**src/rtl/noc_pkg.sv**
```systemverilog
// Shared NOC router types: flit/lane/select widths, lane select type, merge-arbiter states.
// Latency: n/a (types and constants only).
// Backpressure: n/a.
package noc_pkg;

  localparam int NOC_FLIT_W = 16;
  localparam int NOC_LANES  = 4;
  localparam int NOC_SEL_W  = 2;

  // Lane index; same encoding as the demux sel_i.
  typedef logic [NOC_SEL_W-1:0] noc_sel_t;

  // Merge arbiter: IDLE arbitrates between lanes, LOCKED follows one lane until its tail.
  typedef enum logic {
    IDLE   = 1'b0,
    LOCKED = 1'b1
  } noc_arb_state_t;

  // Next lane after s, wrapping modulo the lane count.
  function automatic noc_sel_t noc_sel_next(input noc_sel_t s);
    return s + noc_sel_t'(1);
  endfunction

endpackage

```
**src/rtl/noc_rr_arbiter4.sv**
```systemverilog
// Combinational 4-way round-robin pick: first requesting lane at or after ptr.
// Latency: 0 cycles (pure combinational).
// Backpressure: none; the caller decides whether the pick is granted.
module noc_rr_arbiter4
  import noc_pkg::*;
(
  input  logic [3:0] req,
  input  noc_sel_t   ptr,
  output noc_sel_t   grant,
  output logic       any_req
);

  noc_sel_t idx;

  // Scan from the farthest offset down so the nearest requester at or after ptr wins.
  always_comb begin
    grant   = ptr;
    idx     = ptr;
    any_req = |req;
    for (int i = NOC_LANES - 1; i >= 0; i--) begin
      idx = ptr + noc_sel_t'(i);
      if (req[idx]) grant = idx;
    end
  end

endmodule

```
**src/rtl/noc_arb_mux_4to1.sv**
```systemverilog
// NOC merge: 4 lanes round-robin onto one link, packet-locked, registered output slice.
// Latency: 1 cycle from input accept to valid_o; 1 flit/cycle with ready_i high.
// Backpressure: held output with ready_i low drops all ready_o; optional NOC_ARB_MUX_STATS_EN adds pkt_cnt_o.
module noc_arb_mux_4to1
  import noc_pkg::*;
#(
  parameter int DATA_W = NOC_FLIT_W
) (
  input  logic                  clk_i,
  input  logic                  rst_n_i,
  input  logic [4*DATA_W-1:0]   data_i,
  input  logic [3:0]            valid_i,
  input  logic [3:0]            last_i,
  output logic [3:0]            ready_o,
  output logic [DATA_W-1:0]     data_o,
  output logic                  valid_o,
  output logic                  last_o,
  output noc_sel_t              src_o,
  input  logic                  ready_i
`ifdef NOC_ARB_MUX_STATS_EN
  ,
  output logic [4*16-1:0]       pkt_cnt_o
`endif
);

  noc_arb_state_t    state;
  noc_sel_t          rr_ptr;
  noc_sel_t          owner;
  noc_sel_t          pick;
  noc_sel_t          gnt_lane;
  logic              any_req;
  logic              load_ok;
  logic              rdy_en;
  logic              accept;
  logic              gnt_last;
  logic [DATA_W-1:0] gnt_dat;

  noc_rr_arbiter4 u_arb (
    .req     (valid_i),
    .ptr     (rr_ptr),
    .grant   (pick),
    .any_req (any_req)
  );

  // Output slice can take a new flit when empty or being drained this cycle.
  assign load_ok = !valid_o || ready_i;

  // Choose the lane offered ready: the lock owner while locked, else the round-robin pick.
  always_comb begin
    gnt_lane = owner;
    rdy_en   = 1'b0;
    if (state == LOCKED) begin
      rdy_en = 1'b1;
    end else begin
      gnt_lane = pick;
      rdy_en   = any_req;
    end
    rdy_en = rdy_en && load_ok && rst_n_i;
  end

  assign ready_o  = rdy_en ? (4'b0001 << gnt_lane) : 4'b0000;
  assign accept   = rdy_en && valid_i[gnt_lane];
  assign gnt_last = last_i[gnt_lane];
  assign gnt_dat  = data_i[gnt_lane*DATA_W +: DATA_W];

  // Lock FSM, round-robin pointer and registered output slice.
  always_ff @(posedge clk_i or negedge rst_n_i) begin
    if (!rst_n_i) begin
      state   <= IDLE;
      rr_ptr  <= '0;
      owner   <= '0;
      valid_o <= 1'b0;
      data_o  <= '0;
      last_o  <= 1'b0;
      src_o   <= '0;
    end else if (accept) begin
      valid_o <= 1'b1;
      data_o  <= gnt_dat;
      last_o  <= gnt_last;
      src_o   <= gnt_lane;
      if (gnt_last) begin
        state  <= IDLE;
        rr_ptr <= noc_sel_next(gnt_lane);
      end else begin
        state  <= LOCKED;
        owner  <= gnt_lane;
      end
    end else if (ready_i) begin
      // Flit drained with nothing to replace it; payload fields hold their last value.
      valid_o <= 1'b0;
    end
  end

`ifdef NOC_ARB_MUX_STATS_EN
  // Per-lane count of accepted tail flits, saturating.
  always_ff @(posedge clk_i or negedge rst_n_i) begin
    if (!rst_n_i) begin
      pkt_cnt_o <= '0;
    end else if (accept && gnt_last) begin
      for (int k = 0; k < NOC_LANES; k++) begin
        if (gnt_lane == noc_sel_t'(k) && pkt_cnt_o[k*16 +: 16] != 16'hFFFF) begin
          pkt_cnt_o[k*16 +: 16] <= pkt_cnt_o[k*16 +: 16] + 16'd1;
        end
      end
    end
  end
`endif

endmodule
```
**config.mk**
```make
export PLATFORM = sky130hd
export DESIGN_NAME = noc_arb_mux_4to1
export DESIGN_NICKNAME = d
export VERILOG_FILES = /design/src/rtl/noc_pkg.sv /design/src/rtl/noc_rr_arbiter4.sv /design/src/rtl/noc_arb_mux_4to1.sv
export SDC_FILE = /design/constraint.sdc
export NUM_CORES = 1
export LEC_CHECK = 0
export ABC_CLOCK_PERIOD_IN_PS = 4660
export CAP_MARGIN = 20
export CORE_MARGIN = 2
export CORE_UTILIZATION = 43
export DETAILED_ROUTE_END_ITERATION = 7
export HOLD_SLACK_MARGIN = 0.05
export MAX_ROUTING_LAYER = met4
export PLACE_DENSITY = 0.89
export SYNTH_ARGS = -nofsm -noshare
export SYNTH_HDL_FRONTEND = slang
export SYNTH_SLANG_ARGS = --single-unit
```
**constraint.sdc**
```tcl
create_clock -name clk_i -period 4.66 [get_ports clk_i]
set_input_delay 0.466 -clock clk_i [delete_from_list [all_inputs] [get_ports clk_i]]
set_output_delay 0.466 -clock clk_i [all_outputs]
set_load 0.01 [all_outputs]
```
==> metrics.txt <==
status=finished, final reports clean; worst slew pin tran=478 ps; clk sink count=25; switching power=750 uW; placement row count=24; post-CTS setup buffers=0; CP top delay family=buffers and inverters; Power Internal=1.15 mW; endpoints failing setup=0; htree depth=1; Logic pwr share=70.8%; LEAKAGE=1.28 nW; buffers plus inverters on the worst setup path=2; initial antenna violation count=0; Critical Path, Cell by Cell=clkdlybuf4s50_1 -> a21boi_0 -> a31oi_1 -> a21oi_4 -> and3_1 -> clkdlybuf4s50_1; Vias=1631; Synth Register Bits=25; CTS resizes=0; Worst IR Drop VDD=0.314 mV; largest net degree at the start of global routing=27; I/O pins=99; Die Y-Extent=70.3 um; Vias/cell=5.28; root buffer cell=clkbuf_8; Pwr per Cell Area=645 nW/um2; Total Die Area=4940 um2; Hold-fix buffers, CTS=0; ANT nets after route=0; Hold Vio Cnt, Final=0; clock skew=9.13 ps; n_diodes=0; CTS tree=done; Maximum Capacitance Violations=0; most common cell after layout, fill and taps aside=clkdlybuf4s50_1; Hold Crit Class=flip-flop to flip-flop; Clock Path Buffers=2; vias in the first global route=1658; Avg WL per Cell=15.3 um; Post-Syn Nets=235; DRT iter0 DRCs=75; predominant post-synthesis flop cell=dfrtp_1; CP Capture Type=output port; pre-CTS WS=1460 ps; Mapped Cells=160; core footprint=4290 um2; synthesized area=1890 um2; arrival time worst endpoint=2760 ps; Fin Setup TNS=0 ps; Avg Cell Area, Syn=11.8 um2; Slew Limit Headroom=68.0%; critical path required time=4190 ps; CP most frequent cell=clkdlybuf4s50_1; WL final=4730 um; Seq/Total Area, Yosys=33.1%; number of fill cells=319; Flop pwr share=22.3%; initial core utilization=44.0%; gpl congestion=0.887; HPWL after DPL=3740 um; most frequent cells in the layout=clkdlybuf4s50_1 (98), mux2i_1 (49), dfrtp_1 (25), mux2_4 (17), inv_1 (8); worst-path fanout max=13; Syn. warnings=0; first-pass GRT wire length=7590 um; unrepaired setup endpoints after global routing=no; switch share=39.5%; global route total overflow=0; Peak Freq=310 MHz; Port Buffers=98; Net count, final=333; delay of the slowest critical-path stage=590 ps; post-placement cell count=305; Yosys cell types=38; total CTS buffers=3; Setup CP Type=primary input to output port; Reg clk slew, reported paths=90 ps; GRT Overall Usage=20.0%; Slowest cell on crit path=clkdlybuf4s50_1; number of synthesized flops with an enable pin=0; final cycle utilization of the critical path=69.1%; DR DRC count=0; PnR worst setup slack=1440 ps; TritonRoute pass-1 iters=4; die width=70.3 um; share of post-route cells with drive strength above 1=15.2%; area delta synth->final=55.9%; Async S/R FF share, synth=100%; CP Launch Type=primary input; Slew Limit Fails=0; Clock Latency Late Sink=280 ps; Tmin final=3220 ps; Clk pwr share=7.0%; final cell count without fillers=309
[power by group through the flow]
stage | Clock (mW) | Combinational, mW | Sequential [mW]
final | 0.132 | 1.34 | 0.423
after detailed placement | 0 | 1.35 | 0.422
after global routing | 0.142 | 1.44 | 0.438
after global placement | 0 | 1.32 | 0.425
after CTS | 0.137 | 1.35 | 0.423
after floorplan | 0 | 0.954 | 0.435
[Yosys cell counts (all sizes together), types with 2 or more instances]
library cell  number  area share, %
a21oi              2            1.1
a221oi             2            1.6
nand2              2           0.40
a21o               2           0.79
inv                8            1.6
o22ai              2            1.4
nor2b              2           0.66
mux2i             49             26
a211oi             4            2.1
buf                9            3.9
nor2               5            1.1
o21ai              4            1.1
a21boi             2            1.4
mux2              21             16
nand3              5            1.3
and3               2           0.66
a31oi              3           0.99
dfrtp             25             33
[routing by layer]
layer | vias up | GRT usage, % | wire length, um | part of all wire (%)
met1 | 765 | 23.8 | 1900 | 40
met4 | 0 | 5.56 | 44 | 0.93
met3 | 5 | 3.46 | 276 | 5.8
met5 | - | - | 0 | 0
li1 | 791 | - | - | -
met2 | 70 | 34.6 | 2500 | 53
[final cells by class]
class / instances / area [um2] / share of cell area [%]
Inverter: 8 / 30.0 / 1.02
Multi-Input combinational cell: 118 / 1160 / 39.5
Tap cell: 52 / 65.1 / 2.21
Clock inverter: 1 / 7.51 / 0.255
Clock buffer: 3 / 41.3 / 1.40
Timing Repair Buffer: 102 / 1010 / 34.3
Sequential cell: 25 / 626 / 21.2
[worst register-to-register path, stage by stage (launching register included)]
cell	delay, ps
dfrtp_1	510
mux2_4	350
a21o_1	220
a21oi_4	410
buf_4	330
nand3_1	230
nand3_1	210
mux2_2	350
[kinds of logic after synthesis]
| logic type | Yosys count | synth area share, % |
|---|---|---|
| AOI/OAI and AO/OA | 26 | 13.0 |
| DFF | 25 | 33.1 |
| xor gates and xnor gates | 1 | 0.464 |
| muxes | 70 | 41.9 |
| buffers and inverters | 17 | 5.50 |
| and+or+nand+nor | 21 | 6.03 |
[flip-flops by register name (all words and copies together), names as in the netlist]
name	count
rr_ptr	2
valid_o	1
data_o	16
src_o	2
owner	2
last_o	1
state	1
[per-stage QoR]
stage	cell area, um2	util (%)	hold WS [ps]	total power, mW
6_report	2950	68.6	517	1.90
3_3_place_gp	2900	67.5	491	1.74
4_1_cts	2950	68.6	523	1.91
5_1_grt	2950	68.6	541	2.02
3_5_place_dp	2900	67.5	496	1.77
2_1_floorplan	1890	-	170	1.39
[final timing paths]
kind | start | to | slack [ps] | cells past startpoint
max | valid_i[1] | ready_o[3] | 1440 | 6
min | data_o[12]$_DFFE_PN0P_ | data_o[12]$_DFFE_PN0P_ | 520 | 1
max reg2reg | rr_ptr[1]$_DFFE_PN0P_ | rr_ptr[1]$_DFFE_PN0P_ | 1950 | 7
min reg2reg | data_o[12]$_DFFE_PN0P_ | data_o[12]$_DFFE_PN0P_ | 520 | 1
max in group asynchronous | rst_n_i | valid_o$_DFFE_PN0P_ | 3870 | 2
min in group asynchronous | rst_n_i | last_o$_DFFE_PN0P_ | 540 | 2
No activity file was read; power rests on OpenSTA's default activity.
